--- config.mk ---
export PLATFORM = sky130hd
export DESIGN_NAME = bus_master_if
export DESIGN_NICKNAME = d
export VERILOG_FILES = /design/src/rtl/bus_master_if.sv
export SDC_FILE = /design/constraint.sdc
export NUM_CORES = 1
export LEC_CHECK = 0
export CORE_MARGIN = 10
export CORE_UTILIZATION = 40
export DETAILED_ROUTE_END_ITERATION = 12
export HOLD_SLACK_MARGIN = 0.15
export PLACE_DENSITY = 0.81
export SYNTH_ARGS = -nofsm -noshare
export SYNTH_HDL_FRONTEND = slang
export SYNTH_SLANG_ARGS = --single-unit
--- constraint.sdc ---
create_clock -name clk -period 4 [get_ports clk]
set_input_delay 0.4 -clock clk [delete_from_list [all_inputs] [get_ports clk]]
set_output_delay 0.4 -clock clk [all_outputs]
set_load 0.05 [all_outputs]
--- src/rtl/bus_master_if.sv ---
// Bus master interface: turns a one-cycle requester strobe into request/grant/strobe/ready bus cycles.
// Optional BUS_TIMEOUT_EN adds the TIMEOUT parameter and aborts accesses whose slave never answers.
module bus_master_if #(
    parameter int ADDR_W  = 30,
    parameter int DATA_W  = 32
`ifdef BUS_TIMEOUT_EN
    ,
    parameter int TIMEOUT = 16
`endif
) (
    input  logic              clk,
    input  logic              reset,
    input  logic              stall,
    input  logic              flush,
    input  logic [ADDR_W-1:0] addr,
    input  logic              as_,
    input  logic              rw,
    input  logic [DATA_W-1:0] wr_data,
    output logic [DATA_W-1:0] rd_data,
    output logic              busy,
    output logic              bus_err,
    output logic              bus_req_,
    input  logic              bus_grnt_,
    output logic [ADDR_W-1:0] bus_addr,
    output logic              bus_as_,
    output logic              bus_rw,
    output logic [DATA_W-1:0] bus_wr_data,
    input  logic [DATA_W-1:0] bus_rd_data,
    input  logic              bus_rdy_,
    output logic [1:0]        dbg_state
);

    typedef enum logic [1:0] {
        ST_IDLE   = 2'd0,
        ST_REQ    = 2'd1,
        ST_ACCESS = 2'd2,
        ST_STALL  = 2'd3
    } state_t;

    state_t            state_q, state_d;
    logic              bus_req_n_q, bus_req_n_d;
    logic              bus_as_n_q, bus_as_n_d;
    logic              bus_rw_q, bus_rw_d;
    logic [ADDR_W-1:0] bus_addr_q, bus_addr_d;
    logic [DATA_W-1:0] bus_wr_data_q, bus_wr_data_d;
    logic [DATA_W-1:0] rd_buf_q, rd_buf_d;
    logic              start;
    logic              done;
    logic              abort;

`ifdef BUS_TIMEOUT_EN
    localparam int CNT_W = (TIMEOUT > 1) ? $clog2(TIMEOUT) : 1;
    logic [CNT_W-1:0] cnt_q, cnt_d;
    logic             bus_err_q, bus_err_d;

    // A ready arriving on the limit cycle wins over the abort.
    assign abort   = (state_q == ST_ACCESS) && bus_rdy_ && (cnt_q == CNT_W'(TIMEOUT - 1));
    assign bus_err = bus_err_q;
`else
    assign abort   = 1'b0;
    assign bus_err = 1'b0;
`endif

    assign start = (state_q == ST_IDLE) && !as_ && !flush;
    assign done  = (state_q == ST_ACCESS) && !bus_rdy_;

    always_comb begin
        state_d       = state_q;
        bus_req_n_d   = bus_req_n_q;
        bus_as_n_d    = bus_as_n_q;
        bus_rw_d      = bus_rw_q;
        bus_addr_d    = bus_addr_q;
        bus_wr_data_d = bus_wr_data_q;
        rd_buf_d      = rd_buf_q;
`ifdef BUS_TIMEOUT_EN
        cnt_d         = cnt_q;
        bus_err_d     = 1'b0;
`endif
        case (state_q)
            ST_IDLE: begin
                if (start) begin
                    bus_addr_d    = addr;
                    bus_rw_d      = rw;
                    bus_wr_data_d = wr_data;
                    bus_req_n_d   = 1'b0;
                    state_d       = ST_REQ;
                end
            end
            ST_REQ: begin
                if (!bus_grnt_) begin
                    bus_as_n_d = 1'b0;
                    state_d    = ST_ACCESS;
`ifdef BUS_TIMEOUT_EN
                    cnt_d      = '0;
`endif
                end
            end
            ST_ACCESS: begin
                bus_as_n_d = 1'b1;
                if (done) begin
                    rd_buf_d      = bus_rd_data;
                    bus_req_n_d   = 1'b1;
                    bus_addr_d    = '0;
                    bus_wr_data_d = '0;
                    bus_rw_d      = 1'b1;
                    state_d       = stall ? ST_STALL : ST_IDLE;
                end else if (abort) begin
                    rd_buf_d      = '0;
                    bus_req_n_d   = 1'b1;
                    bus_addr_d    = '0;
                    bus_wr_data_d = '0;
                    bus_rw_d      = 1'b1;
                    state_d       = ST_IDLE;
`ifdef BUS_TIMEOUT_EN
                    bus_err_d     = 1'b1;
`endif
                end else begin
`ifdef BUS_TIMEOUT_EN
                    cnt_d = cnt_q + 1'b1;
`endif
                end
            end
            ST_STALL: begin
                if (!stall) begin
                    state_d = ST_IDLE;
                end
            end
            default: state_d = ST_IDLE;
        endcase
    end

    always_ff @(posedge clk or posedge reset) begin
        if (reset) begin
            state_q       <= ST_IDLE;
            bus_req_n_q   <= 1'b1;
            bus_as_n_q    <= 1'b1;
            bus_rw_q      <= 1'b1;
            bus_addr_q    <= '0;
            bus_wr_data_q <= '0;
            rd_buf_q      <= '0;
`ifdef BUS_TIMEOUT_EN
            cnt_q         <= '0;
            bus_err_q     <= 1'b0;
`endif
        end else begin
            state_q       <= state_d;
            bus_req_n_q   <= bus_req_n_d;
            bus_as_n_q    <= bus_as_n_d;
            bus_rw_q      <= bus_rw_d;
            bus_addr_q    <= bus_addr_d;
            bus_wr_data_q <= bus_wr_data_d;
            rd_buf_q      <= rd_buf_d;
`ifdef BUS_TIMEOUT_EN
            cnt_q         <= cnt_d;
            bus_err_q     <= bus_err_d;
`endif
        end
    end

    // busy and rd_data are combinational so a ready slave returns data with zero latency.
    always_comb begin
        busy    = 1'b0;
        rd_data = '0;
        case (state_q)
            ST_IDLE:   busy = !as_ && !flush;
            ST_REQ:    busy = 1'b1;
            ST_ACCESS: begin
                busy = bus_rdy_ && !abort;
                if (!bus_rdy_) begin
                    rd_data = bus_rd_data;
                end
            end
            ST_STALL:  rd_data = rd_buf_q;
            default:   busy = 1'b0;
        endcase
    end

    assign bus_req_    = bus_req_n_q;
    assign bus_as_     = bus_as_n_q;
    assign bus_rw      = bus_rw_q;
    assign bus_addr    = bus_addr_q;
    assign bus_wr_data = bus_wr_data_q;
    assign dbg_state   = state_q;

endmodule

-- Word-level counts from Yosys, hierarchy flattened
Index checks and enable logic that the tools add are counted.
- equality and inequality tests: 7
- mux-type cells: 22
- reduce and logical (&&, ||, !) cells: 14
- operators by type and width (kind ; count):
    32-bit one-hot mux with 2 select lines ; 2
    32-bit 2-to-1 mux ; 3
    30-bit 2-to-1 mux ; 2
    30-bit one-hot mux with 2 select lines ; 1
    2-bit 2-to-1 mux ; 5
    2-bit inequality test, second input constant ; 4
    2-bit one-hot mux with 4 select lines ; 1
    1-bit one-hot mux with 2 select lines ; 3
    2-bit equality test, second input constant ; 2
    1-bit logical AND ; 4
    1-bit 2-to-1 mux ; 4
    2-bit AND reduction ; 2
    4-bit AND reduction ; 1
    2-bit nonzero test ; 2
    1-bit zero test ; 3
    1-bit one-hot mux with 3 select lines ; 1
    3-bit AND reduction ; 1
    2-bit by 1-bit equality test with 1-bit output, second input constant ; 1
    2-bit zero test ; 1
- bits in registers: 99
- input port bits: 102
- output and inout bits: 101
- word-level logic and storage cells: 50

-- Logic depth before layout (Yosys ltp)
Gate-level depths: netlist (run 1).
- word-level depth: 5
- depth in mapped cells: 5

-- Least setup slack after synthesis (run 1)
No wires, ideal clock.
- kind: flip-flop to output port
- from: reg state_q[0], in the netlist dbg_state[0]
- to: out busy
- arrival: 2438 ps
- required time: 3600 ps
- path slack: 1162 ps
- stages on the path, launching flop included: 5
- path buffers: 1
- cells stage by stage: dfrtp_1 nor4_4 buf_4 nor3_1 nor3_1
- longest elaborated chain between the ends: 2
- elaborated cells between the ends (all ways): 4
- classes of those cells: eq/ne (2); mux (1); reduce/logical (1)
- ends and longest elaborated chain (item ; line ; RTL):
    start, declared ; 40 ; state_t state_q, state_d;
    start signal, assigned ; 146 ; state_q <= state_d;
    2-bit equality test, or another cell as far along ; 164 ; case (state_q)
    1-bit one-hot mux with 3 select lines * ; 164 ;
    end, declared ; 20 ; output logic busy,
Mark *: on every way between the ends. The rest lies on a longest branch, timed or not.

-- Worst setup path in the final report (run 1)
- from: reg state_q[0], in the netlist dbg_state[0]
- to: out rd_data[13]
- longest elaborated chain between the ends: 2
- elaborated cells between the ends (all ways): 3
- classes of those cells: eq/ne (2); mux (1)
- ends and longest elaborated chain (item ; line ; RTL):
    2-bit equality test ; 164 ;
    32-bit one-hot mux with 2 select lines * ; 164 ;
    end, declared ; 19 ; output logic [DATA_W-1:0] rd_data,
Marks and branches as above.

==> results by group, run 1 <==
Placed design
  • DP Worst Slack: 1.10 ns
  • Cell area reported after detailed placement: 6050 um2
  • DPL Wire Length: 9220 um
  • IO Port Bufs: 201
  • Final weighted congestion in routability-driven placement: 0.771

Synth
  • Syn_nets: 375
  • Cell taking the most area after synthesis: dfrtp_1
  • Synth cell count leaders: dfrtp_1, a22o_1, mux2_2, buf_2, buf_4
  • Number of synthesized flops with an enable pin: 0
  • Proportion of synthesized chip area in sequential cells: 63.0%
  • Async SR Flop Fraction: 100%
  • Largest cells by area after synthesis: dfrtp_1, a22o_1, mux2_2
  • Post-Syn Instances: 273
  • Library cell with the highest instance count after synthesis: dfrtp_1
  • Number of register bits inferred by synthesis: 99
  • Most frequently used flop master after synthesis: dfrtp_1
  • Warnings, synthesis: 0
  • Area share of the largest cell type after synthesis: 61.0%
  • Library cells used by synthesis: 20
  • Synthesized area per cell: 14.4 um2
  • Netlist area before placement: 3940 um2

Final layout
  • Number of nets in the final layout: 569
  • Area growth from synthesis to layout: 58.0%
  • Ratio of cells with drive above 1 in the final layout: 12.9%
  • Post-Route Utilization: 64.3%
  • Antenna diode instance count: 0
  • Final design area excluding fillers: 6220 um2

Floorplanning
  • Die span in y: 119 um
  • Standard cell core area: 9680 um2
  • Die Area: 14200 um2
  • Starting utilization of the core area: 40.7%
  • Die width: 119 um
  • Number of standard-cell rows in the floorplan: 36
  • I/O pin cnt: 203

Critical path
  • Master of the slowest instance on the critical path: clkdlybuf4s50_1
  • Type of element capturing the critical path: output port
  • Critical Path Fanout Max: 18
  • Category of the critical setup timing path: reg2out
  • Source of the critical timing path: dbg_state[0]$_DFFE_PP0P_
  • Required arrival time at the worst endpoint: 3.60 ns
  • Signal arrival time at the worst endpoint: 2.87 ns
  • Startpoint of the worst-slack reg-to-reg timing path: dbg_state[0]$_DFFE_PP0P_
  • Max stage delay on crit path: 0.82 ns
  • Category of the worst setup path launch point: flop
  • Sequence of cells on the critical path: inv_1, nor2_2, buf_4, a22o_1, clkdlybuf4s50_1

Status
  • Status: finished clean

Timing
  • Sum Neg Setup Slack: 0 ns
  • Count of pins over their slew limit: 0
  • Transition at the pin with the smallest max-transition slack: 0.847 ns
  • Worst clock skew: 0.0161 ns
  • Unrepaired setup endpoints after global routing: false
  • Final Hold Violating Endpoints: 0
  • Post-route clock period utilization: 81.9%
  • Max-slew headroom: 43.6%
  • Worst setup slack after layout: 0.725 ns
  • Count of endpoints failing setup in the final report: 0
  • Final Critical Period: 3.27 ns
  • Highest clock rate: 305 MHz

Power
  • Power Density: 904 nW/um2
  • Maximum vdd drop: 0.544 mV
  • Leakage power of the design: 2.66 nW

Clock tree
  • Total of hold buffers inserted after clock tree synthesis: 0
  • Clock-pin transition on the worst setup and hold timing paths: 0.10 ns
  • TritonCTS Sinks: 99
  • Root Buffer Master: clkbuf_8
  • Resized Gates After CTS: 0
  • Clock latency on the worst-skew pair: 0.35 ns
  • TritonCTS clock tree: yes
  • Post-CTS setup buffer count: 0
  • Maximum level of the CTS H-tree: 3
  • Max clock buf depth: 2
  • Number of buffers created by CTS: 9

Drt
  • Iteration-0 DRC count of the detailed router: 235
  • Antenna violation net count after detailed routing: 0
  • Drt pass-1 iters: 4
  • Post-detailed-route wirelength per cell: 20.1 um
  • Vias: 3072
  • Routed wire length: 12100 um
  • Vias per inst: 5.08
  • DRC violation count after routing: 0

Global route
  • Global-route wire length before repair: 19000 um
  • GR Overflow Total: 0
  • Vias in the first global route: 3412
  • Initial antenna violation count: 0
  • Global routing usage summed across all routing layers: 16.6%
  • Largest net degree at the start of global routing: 73

Worst hold path
  • Worst hold path startpoint: bus_wr_data[18]$_DFFE_PP0P_
  • Hold crit path type: reg2reg

Run
  • Maximum capacitance violations: 0
[cells by family after synthesis]
kind of cell / after synthesis / synth area share (%)
AOI/OAI and AO/OA: 100 / 21.8
DFF: 99 / 63.0
muxes: 32 / 9.15
buffers and inverters: 27 / 3.62
and+or+nand+nor: 14 / 2.35
other: 1 / 0.0952
[worst max-delay path, delay by kind of cell (launching register included)]
kind	cells	cell delay, ns
compound gates	1	0.18
buf+inv	3	1.30
flops	1	0.55
simple gates	1	0.50
[layout by cell type, fill, tap and decap left out]
master,instances
a21oi_1,2
a22o_1,94
buf_12,1
buf_4,5
clkbuf_1,1
clkbuf_8,9
clkdlybuf4s50_1,201
clkinv_2,2
clkinv_4,2
clkinvlp_4,2
conb_1,1
dfrtp_1,96
dfstp_2,3
inv_1,2
inv_4,1
mux2_2,32
nand2_1,2
nor2_1,4
nor2_2,1
nor2_4,1
nor3_1,4
nor3b_4,1
nor4_4,1
o21ai_0,1
o21ai_1,1
o21bai_1,1
o22ai_1,1
[path summary, 6_finish.rpt]
path                            slack (ns)                          end  depth (start not counted)
worst min-delay path                  0.51  bus_wr_data[18]$_DFFE_PP0P_                          1
max in group asynchronous             2.63          bus_as_$_DFFE_PP1P_                          3
worst max-delay path                  0.73                  rd_data[13]                          5
min in group asynchronous             0.59  bus_wr_data[18]$_DFFE_PP0P_                          2
worst max register to register        1.72     bus_addr[11]$_DFFE_PP0P_                          5
worst min register to register        0.51  bus_wr_data[18]$_DFFE_PP0P_                          1
[power breakdown]
| group | internal [W] | total (W) | switching (W) |
|---|---|---|---|
| clock network | 0.000226 | 0.000557 | 0.000330 |
| registers | 0.00147 | 0.00176 | 0.000285 |
| logic | 0.00123 | 0.00331 | 0.00208 |
[routing by layer]
layer  routed length, um  global-route usage (%)  vias to the layer above
met2                5670                    26.9                      145
li1                    -                       -                     1426
met1                5210                    20.0                     1486
met5                   0                       0                        -
met4                 223                    5.88                        0
met3                1050                    6.00                       15
[stage by stage]
stage                     total power [W]  hold slack (ns)  cells
after floorplan                   0.00395            0.482    273
after global placement            0.00504            0.483    589
after detailed placement          0.00511            0.481    589
after CTS                         0.00568            0.511    605
after global routing              0.00589            0.515    605
final                             0.00563            0.507    605
[state kept, by name, summed over array words and instances (netlist names)]
register / cells
bus_addr: 30
bus_as_: 1
bus_req_: 1
bus_rw: 1
bus_wr_data: 32
dbg_state: 2
rd_buf_q: 32
[area by class of cell]
class | instances | area [um2]
clock buffers | 10 | 128
clock inverters | 6 | 42.5
fillers | 755 | 3460
inverters | 3 | 13.8
multi-input cells | 147 | 1320
flip-flops and latches | 99 | 2480
well taps | 133 | 166
repair buffers | 207 | 2070
Note: power is estimated with default switching activity, not from simulation.
==> run 2, diff against run 1 <==
- CORE_UTILIZATION: 40 -> 36
- PLACE_DENSITY: 0.81 -> 0.77
- clock period: 4 -> 2.8 ns (I/O delays scaled with it)
==> results by group, run 2 (synthesized netlist as in run 1, its figures left out) <==
Power
  • Reported net switching power: 0.00393 W (+46%)
  • Maximum vdd drop: 0.718 mV (+32%)
  • Sw frac: 46.0% (-2.0 points)
  • Part of the power in registers: 29.2% (-2.0 points)
  • Combinational group share of total power: 60.5% (+1.6 points)
  • Clock power frac: 10.3% (+0.4 points)
  • Leakage power of the design: 2.84 nW (+6.8%)
  • Internal Pwr Total: 0.00462 W (+58%)
  • Power Density: 1300 nW/um2 (+43%)

Drt
  • Iteration-0 DRC count of the detailed router: 174 (-26%)
  • Drt pass-1 iters: 4 (unchanged)
  • Post-detailed-route wirelength per cell: 20.2 um (+0.43%)
  • Vias: 3093 (+0.68%)
  • DRC violation count after routing: 0 (unchanged)
  • Vias per inst: 5.05 (-0.47%)
  • Routed wire length: 12300 um (+1.6%)
  • Antenna violation net count after detailed routing: 0 (unchanged)

Floorplanning
  • Die span in y: 125 um (+4.5%)
  • Standard cell core area: 10800 um2 (+11%)
  • I/O pin cnt: 203 (unchanged)
  • Die width: 125 um (+4.5%)
  • Number of standard-cell rows in the floorplan: 38 (+5.6%)
  • Starting utilization of the core area: 36.5% (-4.2 points)
  • Die Area: 15500 um2 (+9.2%)

Global route
  • Global routing usage summed across all routing layers: 15.5% (-1.1 points)
  • Vias in the first global route: 3334 (-2.3%)
  • Largest net degree at the start of global routing: 100 (+37%)
  • Initial antenna violation count: 0 (unchanged)
  • Global-route wire length before repair: 19600 um (+3.4%)
  • GR Overflow Total: 0 (unchanged)

Timing
  • Transition at the pin with the smallest max-transition slack: 0.664 ns (-0.183 ns)
  • Count of endpoints failing setup in the final report: 0 (unchanged)
  • Post-route clock period utilization: 88.9%
  • Count of pins over their slew limit: 0 (unchanged)
  • Final Hold Violating Endpoints: 0 (unchanged)
  • Unrepaired setup endpoints after global routing: false
  • Final Critical Period: 2.49 ns
  • Highest clock rate: 402 MHz
  • Sum Neg Setup Slack: 0 ns (unchanged)
  • Hold Slack: 0.404 ns (-0.103 ns)
  • Worst clock skew: 0.00993 ns (-0.00619 ns)
  • Max-slew headroom: 55.8% (+12 points)

Final layout
  • Area growth from synthesis to layout: 67.7%
  • Most frequent standard cell in the layout excluding fill and tap cells: clkdlybuf4s50_1
  • Fill cell total of the finished layout: 840 (+11%)
  • Final design area excluding fillers: 6600 um2 (+6.1%)
  • Most used cells in the layout excluding fill and tap cells: clkdlybuf4s50_1, dfrtp_1, a22o_1, buf_12, mux2_2
  • Ratio of cells with drive above 1 in the final layout: 19.7% (+6.8 points)
  • Antenna diode instance count: 0 (unchanged)
  • Register cell area after layout: 2480 um2 (unchanged)
  • Area of the multi-input gates: 1320 um2 (unchanged)
  • Number of nets in the final layout: 569 (unchanged)

Placed design
  • DPL Wire Length: 9260 um (+0.35%)
  • Final weighted congestion in routability-driven placement: 0.812 (+5.3%)
  • IO Port Bufs: 201 (unchanged)
  • Cell area reported after detailed placement: 6420 um2 (+6.0%)

Critical path
  • Critical Path Fanout Max: 23 (+5)
  • Type of element capturing the critical path: output port
  • Source of the critical timing path: dbg_state[0]$_DFFE_PP0P_
  • Startpoint of the worst-slack reg-to-reg timing path: dbg_state[1]$_DFFE_PP0P_
  • Signal arrival time at the worst endpoint: 2.21 ns (-0.66 ns)
  • Category of the critical setup timing path: reg2out
  • Category of the worst setup path launch point: flop
  • Required arrival time at the worst endpoint: 2.52 ns (-1.08 ns)

Clock tree
  • Post-CTS setup buffer count: 0 (unchanged)
  • TritonCTS Sinks: 99 (unchanged)
  • Clock latency on the worst-skew pair: 0.36 ns (about the same)
  • TritonCTS clock tree: yes
  • Maximum level of the CTS H-tree: 3 (unchanged)
  • Number of buffers created by CTS: 9 (unchanged)
  • Resized Gates After CTS: 0 (unchanged)
  • Root Buffer Master: clkbuf_8
  • Total of hold buffers inserted after clock tree synthesis: 0 (unchanged)
  • Clock-pin transition on the worst setup and hold timing paths: 0.09 ns (about the same)
  • Max clock buf depth: 2 (unchanged)

Status
  • Status: finished clean

Run
  • Maximum capacitance violations: 0 (unchanged)

Worst hold path
  • Hold crit path type: in2async
-- run 2: changes by cell type in the layout (fill, tap and decap cells not counted), sizes merged --
cell / delta
buf: +33
clkinvlp: -1
clkdlybuf4s50: -33
inv: -1
bufinv: +1
clkbuf: +1
-- run 2: power by group through the flow --
stage	clock [W]	combinational (W)	sequential, W
final	0.000878	0.00518	0.00250
after CTS	0.000915	0.00524	0.00250
after floorplan	0	0.00172	0.00392
after global routing	0.000960	0.00539	0.00259
after global placement	0	0.00516	0.00249
after detailed placement	0	0.00524	0.00250
-- run 2: critical path, cell delays in order, from the launching register on --
cell	delay, ns
dfrtp_1	0.55
inv_1	0.15
nor2_2	0.40
buf_4	0.35
a22o_1	0.24
buf_12	0.15
-- run 2: layout make-up --
type | count | area share, %
clock buffer | 11 | 1.99
clock inverter | 5 | 0.815
inverter | 3 | 0.227
multi-input combinational | 147 | 20.0
sequential | 99 | 37.6
tap | 140 | 2.65
timing repair buffer | 207 | 36.7
-- run 2: worst paths after layout --
| check | end | slack (ns) | depth (start not counted) |
|---|---|---|---|
| max | rd_data[18] | 0.31 | 5 |
| min | bus_addr[19]$_DFFE_PP0P_ | 0.40 | 3 |
| max reg2reg | bus_addr[27]$_DFFE_PP0P_ | 0.78 | 5 |
| min reg2reg | bus_wr_data[27]$_DFFE_PP0P_ | 0.50 | 1 |
| max in group asynchronous | bus_wr_data[12]$_DFFE_PP0P_ | 1.99 | 3 |
| min in group clk | bus_rw$_DFFE_PP1P_ | 0.43 | 3 |
-- run 2: layer usage --
layer / global-route usage (%) / vias up / part of all wire (%)
met3: 6.17 / 10 / 10
met4: 4.87 / 0 / 0.98
met5: 0 / - / 0
li1: - / 1427 / -
met2: 24.1 / 154 / 47
met1: 19.3 / 1502 / 42
-- run 2: per-stage QoR --
step | worst slack, ns | util (%) | std cells | power [W]
floorplan | 0.0818 | - | 273 | 0.00564
global placement | 0.587 | 59.5 | 596 | 0.00766
detailed placement | 0.552 | 59.5 | 596 | 0.00775
CTS | 0.269 | 61.2 | 612 | 0.00866
global route | 0.127 | 61.2 | 612 | 0.00894
finish | 0.311 | 61.2 | 612 | 0.00855
